### src/rtl/ssd_pkg.sv
// Shared seven-segment definitions: active-low glyph table (seg[6:0] = a..g),
// the capture FSM state type, and a nibble-to-glyph helper for the driver side.
package ssd_pkg;

  localparam logic [6:0] GLYPH_0     = 7'h40;
  localparam logic [6:0] GLYPH_1     = 7'h79;
  localparam logic [6:0] GLYPH_2     = 7'h24;
  localparam logic [6:0] GLYPH_3     = 7'h30;
  localparam logic [6:0] GLYPH_4     = 7'h19;
  localparam logic [6:0] GLYPH_5     = 7'h12;
  localparam logic [6:0] GLYPH_6     = 7'h02;
  localparam logic [6:0] GLYPH_7     = 7'h78;
  localparam logic [6:0] GLYPH_8     = 7'h00;
  localparam logic [6:0] GLYPH_9     = 7'h10;
  localparam logic [6:0] GLYPH_A     = 7'h08;
  localparam logic [6:0] GLYPH_B     = 7'h03;
  localparam logic [6:0] GLYPH_C     = 7'h46;
  localparam logic [6:0] GLYPH_D     = 7'h21;
  localparam logic [6:0] GLYPH_E     = 7'h06;
  localparam logic [6:0] GLYPH_F     = 7'h0E;
  localparam logic [6:0] GLYPH_BLANK = 7'h7F;

  typedef enum logic [1:0] {
    S_WAIT  = 2'd0,
    S_HELD  = 2'd1,
    S_BLANK = 2'd2
  } ssd_cap_state_t;

  // Nibble to active-low glyph, used by the driver end of the loopback.
  function automatic logic [6:0] ssd_glyph(input logic [3:0] nib);
    logic [6:0] g;
    case (nib)
      4'h0: g = GLYPH_0;
      4'h1: g = GLYPH_1;
      4'h2: g = GLYPH_2;
      4'h3: g = GLYPH_3;
      4'h4: g = GLYPH_4;
      4'h5: g = GLYPH_5;
      4'h6: g = GLYPH_6;
      4'h7: g = GLYPH_7;
      4'h8: g = GLYPH_8;
      4'h9: g = GLYPH_9;
      4'hA: g = GLYPH_A;
      4'hB: g = GLYPH_B;
      4'hC: g = GLYPH_C;
      4'hD: g = GLYPH_D;
      4'hE: g = GLYPH_E;
      4'hF: g = GLYPH_F;
      default: g = GLYPH_BLANK;
    endcase
    return g;
  endfunction

endpackage

### src/rtl/ssd_seg_decode.sv
// Combinational inverse of the glyph table: active-low seg[6:0] -> {valid, nibble}.
// Any pattern outside the sixteen hex glyphs reports valid=0, nibble=0.
module ssd_seg_decode
  import ssd_pkg::*;
(
  input  logic [6:0] seg_i,
  output logic       valid_o,
  output logic [3:0] nibble_o
);

  // Glyph lookup; unknown patterns fall through to the invalid default.
  always_comb begin
    valid_o  = 1'b1;
    nibble_o = 4'h0;
    case (seg_i)
      GLYPH_0: nibble_o = 4'h0;
      GLYPH_1: nibble_o = 4'h1;
      GLYPH_2: nibble_o = 4'h2;
      GLYPH_3: nibble_o = 4'h3;
      GLYPH_4: nibble_o = 4'h4;
      GLYPH_5: nibble_o = 4'h5;
      GLYPH_6: nibble_o = 4'h6;
      GLYPH_7: nibble_o = 4'h7;
      GLYPH_8: nibble_o = 4'h8;
      GLYPH_9: nibble_o = 4'h9;
      GLYPH_A: nibble_o = 4'hA;
      GLYPH_B: nibble_o = 4'hB;
      GLYPH_C: nibble_o = 4'hC;
      GLYPH_D: nibble_o = 4'hD;
      GLYPH_E: nibble_o = 4'hE;
      GLYPH_F: nibble_o = 4'hF;
      default: begin
        valid_o  = 1'b0;
        nibble_o = 4'h0;
      end
    endcase
  end

endmodule

### src/rtl/ssd_capture.sv
// ssd_capture: samples a multiplexed 4-digit active-low SSD bus, commits each digit
// once per stable dwell, and publishes the reassembled 16-bit value with data_valid.
// Optional macro SSD_CAPTURE_DP_EN adds dp_out carrying the per-digit decimal points.
module ssd_capture
  import ssd_pkg::*;
#(
  parameter int STABLE_CYCLES  = 16,
  parameter int TIMEOUT_CYCLES = 2**20
)
(
  input  logic        clk,
  input  logic        rst,
  input  logic [3:0]  anode,
  input  logic [7:0]  seg,
  output logic [15:0] data_out,
  output logic        data_valid,
  output logic        pattern_err,
  output logic        frame_err
`ifdef SSD_CAPTURE_DP_EN
  ,
  output logic [3:0]  dp_out
`endif
);

  localparam int SW = $clog2(STABLE_CYCLES);
  localparam int TW = $clog2(TIMEOUT_CYCLES);
  localparam logic [SW-1:0] STAB_MAX = SW'(STABLE_CYCLES - 1);
  localparam logic [TW-1:0] TMO_MAX  = TW'(TIMEOUT_CYCLES - 1);

  logic [11:0]    sync1_q, sync2_q, prev_q;
  logic [SW-1:0]  stab_q, stab_d;
  logic [TW-1:0]  tmo_q, tmo_d;
  ssd_cap_state_t state_q, state_d;
  logic [15:0]    slots_q, slots_d;
  logic [3:0]     seen_q, seen_d;
  logic [15:0]    dout_q, dout_d;
  logic           dvalid_q, dvalid_d;
  logic           perr_q, perr_d;
  logic           ferr_q, ferr_d;
`ifdef SSD_CAPTURE_DP_EN
  logic [3:0]     dp_slots_q, dp_slots_d;
  logic [3:0]     dp_out_q, dp_out_d;
`endif

  logic [3:0] smp_anode_s;
  logic [7:0] smp_seg_s;
  logic       change_s, blank_s, commit_s;
  logic       glyph_ok_s, onehot_s;
  logic [3:0] nibble_s;
  logic [1:0] idx_s;

  assign smp_anode_s = sync2_q[11:8];
  assign smp_seg_s   = sync2_q[7:0];
  assign change_s    = (sync2_q != prev_q);
  assign blank_s     = (smp_anode_s == 4'hF);
  // Commit exactly once when the sample has been unchanged for STABLE_CYCLES samples.
  assign commit_s    = (state_q == S_WAIT) && !blank_s && !change_s && (stab_q == STAB_MAX);

  ssd_seg_decode u_dec (
    .seg_i    (smp_seg_s[6:0]),
    .valid_o  (glyph_ok_s),
    .nibble_o (nibble_s)
  );

  // Two-flop synchronizer plus the previous-sample register used for change detection.
  always_ff @(posedge clk) begin
    if (rst) begin
      sync1_q <= 12'hFFF;
      sync2_q <= 12'hFFF;
      prev_q  <= 12'hFFF;
    end else begin
      sync1_q <= {anode, seg};
      sync2_q <= sync1_q;
      prev_q  <= sync2_q;
    end
  end

  // Anode one-hot-low decode to a digit index; anything else is a bus error.
  always_comb begin
    onehot_s = 1'b1;
    idx_s    = 2'd0;
    case (smp_anode_s)
      4'b1110: idx_s = 2'd0;
      4'b1101: idx_s = 2'd1;
      4'b1011: idx_s = 2'd2;
      4'b0111: idx_s = 2'd3;
      default: onehot_s = 1'b0;
    endcase
  end

  // Capture FSM next state: blank bus overrides everything.
  always_comb begin
    state_d = state_q;
    if (blank_s) begin
      state_d = S_BLANK;
    end else begin
      case (state_q)
        S_WAIT:  state_d = commit_s ? S_HELD : S_WAIT;
        S_HELD:  state_d = change_s ? S_WAIT : S_HELD;
        S_BLANK: state_d = S_WAIT;
        default: state_d = S_WAIT;
      endcase
    end
  end

  // Stability counter, timeout, slot/seen bookkeeping and output pulses.
  always_comb begin
    stab_d   = change_s ? {SW{1'b0}} : ((stab_q == STAB_MAX) ? STAB_MAX : stab_q + SW'(1));
    tmo_d    = (tmo_q == TMO_MAX) ? {TW{1'b0}} : tmo_q + TW'(1);
    slots_d  = slots_q;
    seen_d   = seen_q;
    dout_d   = dout_q;
    dvalid_d = 1'b0;
    perr_d   = 1'b0;
    ferr_d   = ferr_q;
`ifdef SSD_CAPTURE_DP_EN
    dp_slots_d = dp_slots_q;
    dp_out_d   = dp_out_q;
`endif
    if (commit_s) begin
      tmo_d = {TW{1'b0}};
      if (onehot_s && glyph_ok_s) begin
        slots_d[{idx_s, 2'b00} +: 4] = nibble_s;
        seen_d[idx_s]                = 1'b1;
`ifdef SSD_CAPTURE_DP_EN
        dp_slots_d[idx_s] = ~smp_seg_s[7];
`endif
        // The completing digit is folded in so data_out lands on the next edge.
        if (seen_d == 4'hF) begin
          dout_d   = slots_d;
          dvalid_d = 1'b1;
          seen_d   = 4'h0;
          ferr_d   = 1'b0;
`ifdef SSD_CAPTURE_DP_EN
          dp_out_d = dp_slots_d;
`endif
        end else begin
          ferr_d = ferr_q;
        end
      end else if (onehot_s) begin
        perr_d = 1'b1;
        ferr_d = 1'b1;
      end else begin
        ferr_d = 1'b1;
      end
    end else if (tmo_q == TMO_MAX) begin
      seen_d = 4'h0;
      ferr_d = 1'b0;
    end else begin
      seen_d = seen_q;
    end
  end

  // State and datapath registers.
  always_ff @(posedge clk) begin
    if (rst) begin
      state_q  <= S_WAIT;
      stab_q   <= {SW{1'b0}};
      tmo_q    <= {TW{1'b0}};
      slots_q  <= 16'h0000;
      seen_q   <= 4'h0;
      dout_q   <= 16'h0000;
      dvalid_q <= 1'b0;
      perr_q   <= 1'b0;
      ferr_q   <= 1'b0;
`ifdef SSD_CAPTURE_DP_EN
      dp_slots_q <= 4'h0;
      dp_out_q   <= 4'h0;
`endif
    end else begin
      state_q  <= state_d;
      stab_q   <= stab_d;
      tmo_q    <= tmo_d;
      slots_q  <= slots_d;
      seen_q   <= seen_d;
      dout_q   <= dout_d;
      dvalid_q <= dvalid_d;
      perr_q   <= perr_d;
      ferr_q   <= ferr_d;
`ifdef SSD_CAPTURE_DP_EN
      dp_slots_q <= dp_slots_d;
      dp_out_q   <= dp_out_d;
`endif
    end
  end

  assign data_out    = dout_q;
  assign data_valid  = dvalid_q;
  assign pattern_err = perr_q;
  assign frame_err   = ferr_q;
`ifdef SSD_CAPTURE_DP_EN
  assign dp_out      = dp_out_q;
`endif

endmodule
### config.mk
export PLATFORM = sky130hd
export DESIGN_NAME = ssd_capture
export DESIGN_NICKNAME = d
export VERILOG_FILES = /design/src/rtl/ssd_pkg.sv /design/src/rtl/ssd_seg_decode.sv /design/src/rtl/ssd_capture.sv
export SDC_FILE = /design/constraint.sdc
export NUM_CORES = 1
export LEC_CHECK = 0
export ABC_AREA = 0
export CAP_MARGIN = 25
export CORE_MARGIN = 2
export CORE_UTILIZATION = 40
export CTS_CLUSTER_SIZE = 10
export DETAILED_ROUTE_END_ITERATION = 6
export GPL_TIMING_DRIVEN = 0
export HOLD_SLACK_MARGIN = 0.1
export PLACE_DENSITY = 0.68
export SLEW_MARGIN = 10
export SYNTH_ARGS = -nofsm -noshare
export SYNTH_HDL_FRONTEND = slang
export SYNTH_HIERARCHICAL = 1
export SYNTH_SLANG_ARGS = --single-unit
### constraint.sdc
create_clock -name clk -period 3.8 [get_ports clk]
set_clock_uncertainty 0.15 [all_clocks]
set_input_delay 1.14 -clock clk [delete_from_list [all_inputs] [get_ports clk]]
set_output_delay 1.14 -clock clk [all_outputs]
set_load 0.005 [all_outputs]
==> run metrics <==
upper clock frequency limit 0.302 GHz; R2R setup slack 490 ps; Avg Cell Area, Syn 9.26 µm²; row count 38; Final HPWL DP 6490 µm; Synth Flop Type dfxtp_1; area delta synth->final 18.3%; Final Routed Wirelength 9240 µm; Setup WS pre-CTS 457 ps; clock sinks 101; critical path class flip-flop to flip-flop; layout cells sized above 1 14.2%; Iter 0 DRT Violations 160; Hold Vio Cnt, Final 0; Final Cycle Share 87.1%; P_leak 1.97 nW; slowest stage delay, CP 420 ps; fillers 1043; Final setup viols 0; share of the synthesized area in the top cell type 44.9%; Post-Syn Area 4510 µm²; Post-synth top cells 101 x dfxtp_1, 42 x nor2_1, 41 x or2_2, 29 x nand2b_1, 24 x nand4_1; Synth cell types 52; CTS tree done; Top delay family on crit path buffers and inverters; Core Area 10900 µm²; vias in the first global route 3403; number of antenna diodes 0; worst path buffer plus inverter count 3; number of H-tree levels 3; fin area 5330 µm²; Port Buffers 32; grt ovf 0; DRC 0; CTS resizes 0; YS warnings 6; Initial Util 41.2%; Net Count, Synth 507; max cap viols 0; Seq cells post-synth 101; Crit path depth 11; worst setup path start sync2_q[9]; critical path cell sequence clkbuf_1 -> xor2_1 -> nand3_1 -> clkinv_1 -> ha_1 -> clkbuf_1 -> o22ai_1 -> nor2_1 -> a31oi_1 -> mux2i_1 -> nor2_1; Hold WC Path Type flip-flop to flip-flop; pins over their slew limit 0; vias per cell 5.27; Die H 110 µm; worst r2r path cells 11; most common cell in the netlist dfxtp_1; CP endpoint seen_q[3]; worst skew pair latency 350 ps; wire length per cell 13.7 µm; CTS Buf Count 9; Hold Crit Start sync1_q[9]; Setup crit start kind flip-flop; Worst-path clk slew 70 ps; crit path max fanout 10; postcts setup bufs 0; non-filler instance count after layout 675; initial antenna violation count 0; Worst-Margin Slew 854 ps; Post-synth EDFFs 0; Post-DP Area 5000 µm²; setup TNS 0 ps; post-synthesis cell count 487; Post-CTS Hold Fix Bufs 0; CTS Buffer Depth 2; Final min period 3310 ps; Critical-path top delay cell mux2i_1; Slew HR 42.4%; RR Endpoint seen_q[3]; first-pass GRT wire length 15700 µm; Die Area 12100 µm²; Synth area leaders dfxtp_1 45%, or2_2 5.7%, mux2i_1 4.7%, xnor2_1 4.1%, nand2b_1 4.0%; RSZ-0062 raised after global routing no; Final WS setup 491 ps; Peak VDD IR 208 µV; Worst EP required 3870 ps; # IOs 33; post-route ant nets 0; placed cell count 659; Pre-Repair DR Iteration Count 5; crit path DAT 3380 ps; post-synth top area cell dfxtp_1; GP Congestion 0.873; Reg2Reg Launch Point sync2_q[9]; post-synthesis async set-or-reset flop share 0%; largest net degree at the start of global routing 21; die width 110 µm; vias after detailed routing 3556; Final Power 0.00221 W; PD cells 415 nW/µm²; total track usage 16.3%; Final nets 550; sequential share of the synthesized area 44.9%; Crit. End Element flip-flop; Clock Root Buffer clkbuf_16; outcome completed
power by group:
group | internal, W | switching, W
sequential | 0.00108 | 0.0000112
combinational | 0.0000594 | 0.0000810
clock | 0.000535 | 0.000448
worst min path at each step:
| stage | endpoint | slack [ps] | depth (start not counted) |
|---|---|---|---|
| 3_3_place_gp | sync2_q[6] | 240 | 1 |
| 3_5_place_dp | sync2_q[8] | 240 | 1 |
| 6_report | sync2_q[9] | 260 | 1 |
| 4_1_cts | sync2_q[8] | 260 | 1 |
| 5_1_grt | sync2_q[7] | 270 | 1 |
| 2_1_floorplan | sync2_q[0] | 240 | 1 |
cell type report:
type | count | area, µm² | share of cell area [%]
well taps | 140 | 175 | 3.29
clock buffers | 9 | 225 | 4.22
flip-flops and latches | 101 | 2020 | 37.9
repair buffers | 32 | 320 | 6.01
multi-input cells | 341 | 2270 | 42.6
inverters | 13 | 48.8 | 0.915
clock inverters | 7 | 103 | 1.92
plain buffers | 32 | 166 | 3.12
logic make-up after synthesis:
group           count (synthesis)  synth area share, %
compound gates                 67                 9.77
fa+ha+maj                       6                 1.67
buf+inv                        45                 4.77
simple gates                  215                 28.1
mux                            21                 4.66
flops                         101                 44.9
xor+xnor                       32                 6.22
metal layers:
layer  track usage, %  up-vias  share of wire (%)
met3             3.17       15                3.9
li1                 -     1788                  -
met2             27.4       81                 48
met5                0        -                  0
met1             20.6     1672                 46
met4             6.25        0                1.9
through the flow:
stage / util (%) / hold WS, ps
detailed placement: 45.8 / 245
finish: 48.8 / 262
global route: 48.8 / 273
global placement: 45.8 / 243
floorplan: - / 239
CTS: 48.8 / 262
sequential cells by signal (all words and copies together), names as in the netlist, 2 cells and up:
register and count:
tmo_q 20, sync2_q 12, stab_q 4, sync1_q 12, prev_q 12, seen_q 4, slots_q 16, data_out 16
state_q 2
cell usage in the layout, fill, tap and decap left out, drive strengths merged, types with 12 or more instances in the layout:
cell	instances
or2	41
xnor2	21
clkdlybuf4s50	32
mux2i	21
clkbuf	31
a31oi	15
nand2	12
nand3	15
nand4	24
inv	15
dfxtp	101
a21oi	15
nand2b	29
nor2	42
No activity file was read; power rests on OpenSTA's default activity.
